`src/rtl/instr_fetch.sv`:
```
// Fetch stage: owns the program counter, addresses a synchronous instruction ROM
// and hands one registered instruction per cycle (with valid and address) to the
// decoder. Stall holds the whole fetch pipe. A jump redirects the PC and flushes
// everything in flight. Start/done sequence a program from address 0 up to
// PROG_LEN-1.
//
// Pipe: F = {f_pc, f_valid} is the address the ROM is reading this cycle. D is the
// output register. While stalled, the ROM is re-addressed with f_pc, so the read
// data matches F again when the stall releases.
module instr_fetch #(
    parameter int PC_W     = 10,
    parameter int PROG_LEN = 1024
) (
    input  logic            clk,
    input  logic            rst_n,
    input  logic            start,
    input  logic            stall,
    input  logic            jump_en,
    input  logic [PC_W-1:0] jump_target,
    output logic [PC_W-1:0] imem_addr,
    input  logic [8:0]      imem_rdata,
    output logic [8:0]      mach_code,
    output logic            inst_valid,
    output logic [PC_W-1:0] inst_pc,
    output logic            done
);

    typedef enum logic [1:0] {
        S_IDLE  = 2'd0,
        S_RUN   = 2'd1,
        S_DRAIN = 2'd2,
        S_DONE  = 2'd3
    } state_t;

    // Last address of the program, and the program length widened by one bit so
    // that a length of exactly 2**PC_W can still be compared against.
    localparam logic [PC_W-1:0] LAST_PC     = PC_W'(PROG_LEN - 1);
    localparam logic [PC_W:0]   PROG_LEN_EX = (PC_W + 1)'(PROG_LEN);

    state_t          state_q,      state_d;
    logic [PC_W-1:0] pc_q,         pc_d;
    logic [PC_W-1:0] f_pc_q,       f_pc_d;
    logic            f_valid_q,    f_valid_d;
    logic [8:0]      mach_code_q,  mach_code_d;
    logic [PC_W-1:0] inst_pc_q,    inst_pc_d;
    logic            inst_valid_q, inst_valid_d;
    logic            done_q,       done_d;

    logic            issuing_s;
    logic            jump_oob_s;

    assign issuing_s  = (state_q == S_RUN);
    assign jump_oob_s = ({1'b0, jump_target} >= PROG_LEN_EX);

    // The ROM address is combinational. While stalled, re-read the address that is
    // already in F so the data seen after the stall still belongs to f_pc.
    assign imem_addr  = stall ? f_pc_q : pc_q;

    assign mach_code  = mach_code_q;
    assign inst_valid = inst_valid_q;
    assign inst_pc    = inst_pc_q;
    assign done       = done_q;

    // Next-state logic: program sequencing, jump/flush, stall hold, and pipe advance.
    always_comb begin
        state_d      = state_q;
        pc_d         = pc_q;
        f_pc_d       = f_pc_q;
        f_valid_d    = f_valid_q;
        mach_code_d  = mach_code_q;
        inst_pc_d    = inst_pc_q;
        inst_valid_d = inst_valid_q;
        done_d       = done_q;

        case (state_q)
            S_IDLE, S_DONE: begin
                // Start always beats a jump here. Stall and jump are ignored.
                if (start) begin
                    pc_d    = '0;
                    done_d  = 1'b0;
                    state_d = S_RUN;
                end else begin
                    state_d = state_q;
                end
            end

            S_RUN, S_DRAIN: begin
                if (jump_en) begin
                    // A jump takes priority over stall. It flushes both pipe entries.
                    f_valid_d    = 1'b0;
                    inst_valid_d = 1'b0;
                    if (jump_oob_s) begin
                        state_d = S_DRAIN;
                    end else begin
                        pc_d    = jump_target;
                        state_d = S_RUN;
                    end
                end else if (!stall) begin
                    mach_code_d  = imem_rdata;
                    inst_pc_d    = f_pc_q;
                    inst_valid_d = f_valid_q;
                    f_pc_d       = pc_q;
                    f_valid_d    = issuing_s;
                    if (issuing_s) begin
                        // Issue the last address but keep pc on it. The pc never wraps.
                        if (pc_q == LAST_PC) begin
                            state_d = S_DRAIN;
                        end else begin
                            pc_d = pc_q + PC_W'(1);
                        end
                    end else if (!f_valid_q) begin
                        // Nothing is left in F, and D is being emptied on this edge.
                        state_d = S_DONE;
                        done_d  = 1'b1;
                    end else begin
                        state_d = state_q;
                    end
                end else begin
                    state_d = state_q;
                end
            end

            default: begin
                state_d = S_IDLE;
            end
        endcase
    end

    // State and pipe registers. Asynchronous reset clears everything in flight.
    always_ff @(posedge clk or negedge rst_n) begin
        if (!rst_n) begin
            state_q      <= S_IDLE;
            pc_q         <= '0;
            f_pc_q       <= '0;
            f_valid_q    <= 1'b0;
            mach_code_q  <= 9'd0;
            inst_pc_q    <= '0;
            inst_valid_q <= 1'b0;
            done_q       <= 1'b0;
        end else begin
            state_q      <= state_d;
            pc_q         <= pc_d;
            f_pc_q       <= f_pc_d;
            f_valid_q    <= f_valid_d;
            mach_code_q  <= mach_code_d;
            inst_pc_q    <= inst_pc_d;
            inst_valid_q <= inst_valid_d;
            done_q       <= done_d;
        end
    end

endmodule

```
`config.mk`:
```
export PLATFORM = sky130hd
export DESIGN_NAME = instr_fetch
export DESIGN_NICKNAME = d
export VERILOG_FILES = /design/src/rtl/instr_fetch.sv
export SDC_FILE = /design/constraint.sdc
export NUM_CORES = 1
export LEC_CHECK = 0
export BUFFER_PORTS_ARGS = -buffer_cell sky130_fd_sc_hd__buf_4
export CORE_MARGIN = 2
export CORE_UTILIZATION = 45
export DETAILED_ROUTE_END_ITERATION = 6
export HOLD_SLACK_MARGIN = 0.05
export PLACE_DENSITY = 0.69
export SLEW_MARGIN = 40
export SYNTH_ARGS = -nofsm -noshare
export SYNTH_HDL_FRONTEND = slang
export SYNTH_SLANG_ARGS = --single-unit
```
`constraint.sdc`:
```
create_clock -name clk -period 4.01 [get_ports clk]
set_input_delay 0.6015 -clock clk [delete_from_list [all_inputs] [get_ports clk]]
set_output_delay 0.6015 -clock clk [all_outputs]
set_load 0.01 [all_outputs]
```
==> flow_metrics.env <==
export IMPL_placement_rows=25
export IMPL_synthFlopType="dfrtp_1"
export IMPL_arrival_ns=2.94
export IMPL_dieWidth_um=74.2
export IMPL_place_inst=306
export IMPL_synthMuxAreaShare=0.192
export IMPL_antenna_left=0
export IMPL_ios=55
export IMPL_power_density_nw_per_um2=742
export IMPL_synth_net_count=222
export IMPL_cts_tree="built"
export IMPL_drt_iter0_markers=38
export IMPL_timing_critical_path_from_type="flop"
export IMPL_cts_repair_resize_count=0
export IMPL_asyncSetResetFlopFracSynth=1.00
export IMPL_floorplan_initialDensity=0.470
export IMPL_first_pass_grt_wire_length_um=7690
export IMPL_cts_root_buffer_cell="clkbuf_8"
export IMPL_setup_violations=0
export IMPL_final_critical_path_setup_slack_ns=1.26
export IMPL_synthesis_stage_register_bit_count=44
export IMPL_timing_slew_headroom=0.493
export IMPL_num_nets_final=273
export IMPL_synth_top_family_by_area="multiplexers"
export IMPL_antenna_found_initial=0
export IMPL_n_fill_cell=431
export IMPL_yosysWarnings=0
export IMPL_routed_wirelength_um=4630
export IMPL_drt_pre_antenna_iters=4
export IMPL_die_area_um2=5510
export IMPL_max_cap_violations=0
export IMPL_drv_slew=0
export IMPL_gp_congestion=0.796
export IMPL_synth_compound_gate_area_share=0.164
export IMPL_final_period_minus_worst_setup_slack_ns=2.75
export IMPL_cts_hold_fix_buffers=0
export IMPL_areaGrowthSynthToFinish_pct=26.0
export IMPL_synth_sequential_area_ratio=0.496
export IMPL_worst_path_maximum_fanout=16
export IMPL_final_layout_size_suffix_gt1_frac=0.409
export IMPL_cp_slowest_stage_delay_ns=0.64
export IMPL_gr_total_overflow=0
export IMPL_worst_setup_path_end_kind="flop"
export IMPL_synth_xor_xnor_area_share=0
export IMPL_syn_instance_count=195
export IMPL_number_of_enable_flip_flop_cells_after_synthesis=0
export IMPL_critPathSlowestCell="nor2_2"
export IMPL_clock_insertion_delay_worst_skew_ns=0.30
export IMPL_fmax_mhz=363
export IMPL_required_time_reported_for_the_critical_path_endpoint_ns=4.20
export IMPL_dp_hpwl_um=3320
export IMPL_post_route_drc_count=0
export IMPL_antennaDiodeCount=0
export IMPL_grt_start_max_net_pins=45
export IMPL_post_synth_instance_area_um2=2220
export IMPL_ctsLongestPathBuffers=2
export IMPL_synth_adder_area_share=0.0169
export IMPL_post_cts_setup_buffer_count=0
export IMPL_worst_hold_path_type="primary input to asynchronous set/reset pin"
export IMPL_ys_types=36
export IMPL_rsz0062_at_grt="false"
export IMPL_worst_setup_path_startpoint="state_q[0]$_DFFE_PN0P_"
export IMPL_cts_clk_slew_worst_paths_ns=0.08
export IMPL_synth_simple_gate_area_frac=0.0981
export IMPL_worst_slew_pin_slew_ns=0.760
export IMPL_origin_of_the_critical_flop_to_flop_path="state_q[0]$_DFFE_PN0P_"
export IMPL_critPathKind="flop to flop"
export IMPL_number_of_hold_violations_in_the_final_report=0
export IMPL_route_detailed_wl_per_inst_um=14.8
export IMPL_worst_r2r_setup_slack_ns=1.26
export IMPL_dp_slack_ns=1.26
export IMPL_run_status="finished clean"
export IMPL_clkSinkCount=44
export IMPL_ctsHtreeMaxLevel=2
export IMPL_timing_setup_tns_ns=0
export IMPL_vias=1730
export IMPL_instances_no_fill=314
export IMPL_dieHeight_um=74.2
export IMPL_floorplan_core_area_um2=4720
export IMPL_p_leak_uw=0.00127
export IMPL_avgViaCountPerCell=5.51
export IMPL_io_buffer_count=54
export IMPL_grt_total_usage=0.185
export IMPL_grt_pass1_vias=1672
export IMPL_clock_skew_ns=0.00604
export IMPL_crit_path_cell_trace="inv_1, ha_1, or2_1, nor2_2, buf_4, mux2_2"
export IMPL_syn_mean_instance_area_um2=11.4
export IMPL_cts_buffers=5
export IMPL_period_share=0.686
export IMPL_ir_worst_vdd_uv=353
-- synthesized netlist by cell type, drive strengths merged (4+ instances only) --
cell type,n,area [um2]
o31ai,4,30.0
a22o,6,52.6
dfrtp,44,1100
nand2,20,75.1
inv,7,26.3
clkbuf,7,26.3
mux2,37,417
o21ai,10,50.1
buf,4,20.0
nor2,7,26.3
o211ai,9,67.6
-- where the power goes --
| group | leakage [uW] | switching (uW) | internal [uW] |
|---|---|---|---|
| registers | 0.000549 | 169 | 641 |
| clock network | 0.0000614 | 150 | 204 |
| logic | 0.000657 | 429 | 482 |
| total | 0.00127 | 748 | 1330 |
-- cell type report --
| class | count | area [um2] | area share |
|---|---|---|---|
| tap | 67 | 83.8 | 0.0300 |
| inverter | 7 | 26.3 | 0.00940 |
| multi-input combinational | 133 | 1050 | 0.376 |
| clock inverter | 2 | 38.8 | 0.0139 |
| timing repair buffer | 55 | 413 | 0.148 |
| sequential | 44 | 1100 | 0.394 |
| clock buffer | 6 | 82.6 | 0.0295 |
-- cells in the final DEF, fill, tap and decap left out, types with 3 or more instances in the layout --
| cell | count |
|---|---|
| nor4_1 | 3 |
| buf_4 | 55 |
| dfrtp_1 | 44 |
| inv_1 | 7 |
| clkbuf_8 | 6 |
| nor2_1 | 5 |
| o41ai_1 | 3 |
| o31ai_1 | 4 |
| nand3_1 | 3 |
| a22o_1 | 6 |
| nand2_1 | 20 |
| o211ai_1 | 9 |
| mux2_1 | 7 |
| o21ai_0 | 10 |
| ha_1 | 3 |
| mux2_2 | 30 |
-- cells by family (layout without fill, tap and decap cells) --
kind of cell / after synthesis / after routing
AO/OA/AOI/OAI: 47 / 47
AND/OR/NAND/NOR: 45 / 45
flip-flops: 44 / 44
multiplexers: 38 / 38
buffers and inverters: 18 / 70
adder cells (fa/ha/maj): 3 / 3
-- sequential cells by signal, indices dropped and copies added, names as in the netlist --
name        count
pc_q           10
state_q         2
inst_pc        10
inst_valid      1
done            1
f_pc_q         10
f_valid_q       1
mach_code       9
-- layer usage --
layer	wire length (um)	GRT usage	vias to the layer above
met5	0	0	-
met1	2020	0.228	842
met4	63	0.0714	0
li1	-	-	831
met3	301	0.0461	6
met2	2240	0.313	51
-- metrics by stage --
step	power [uW]	hold WS, ns	util	area [um2]
2_1_floorplan	1370	0.306	-	2220
3_3_place_gp	1720	0.468	0.566	2670
3_5_place_dp	1740	0.476	0.566	2670
4_1_cts	2100	0.304	0.591	2790
5_1_grt	2230	0.334	0.592	2800
6_report	2070	0.271	0.592	2800
-- final timing paths --
kind	end	cells past startpoint
max in group asynchronous	pc_q[7]$_DFFE_PN0P_	1
min in group clk	mach_code[0]$_DFFE_PN0P_	1
hold reg to reg	mach_code[0]$_DFFE_PN0P_	1
setup reg to reg	mach_code[2]$_DFFE_PN0P_	6
setup / recovery	mach_code[2]$_DFFE_PN0P_	6
hold / removal	done$_DFFE_PN0P_	1
-- critical path, delay by kind of cell (launching register included) --
kind	cells	cell delay, ns
buffers and inverters	2	0.41
DFF	1	0.35
adders and majority gates	1	0.45
muxes	1	0.36
and+or+nand+nor	2	1.06
Note: power is estimated with default switching activity, not from simulation.
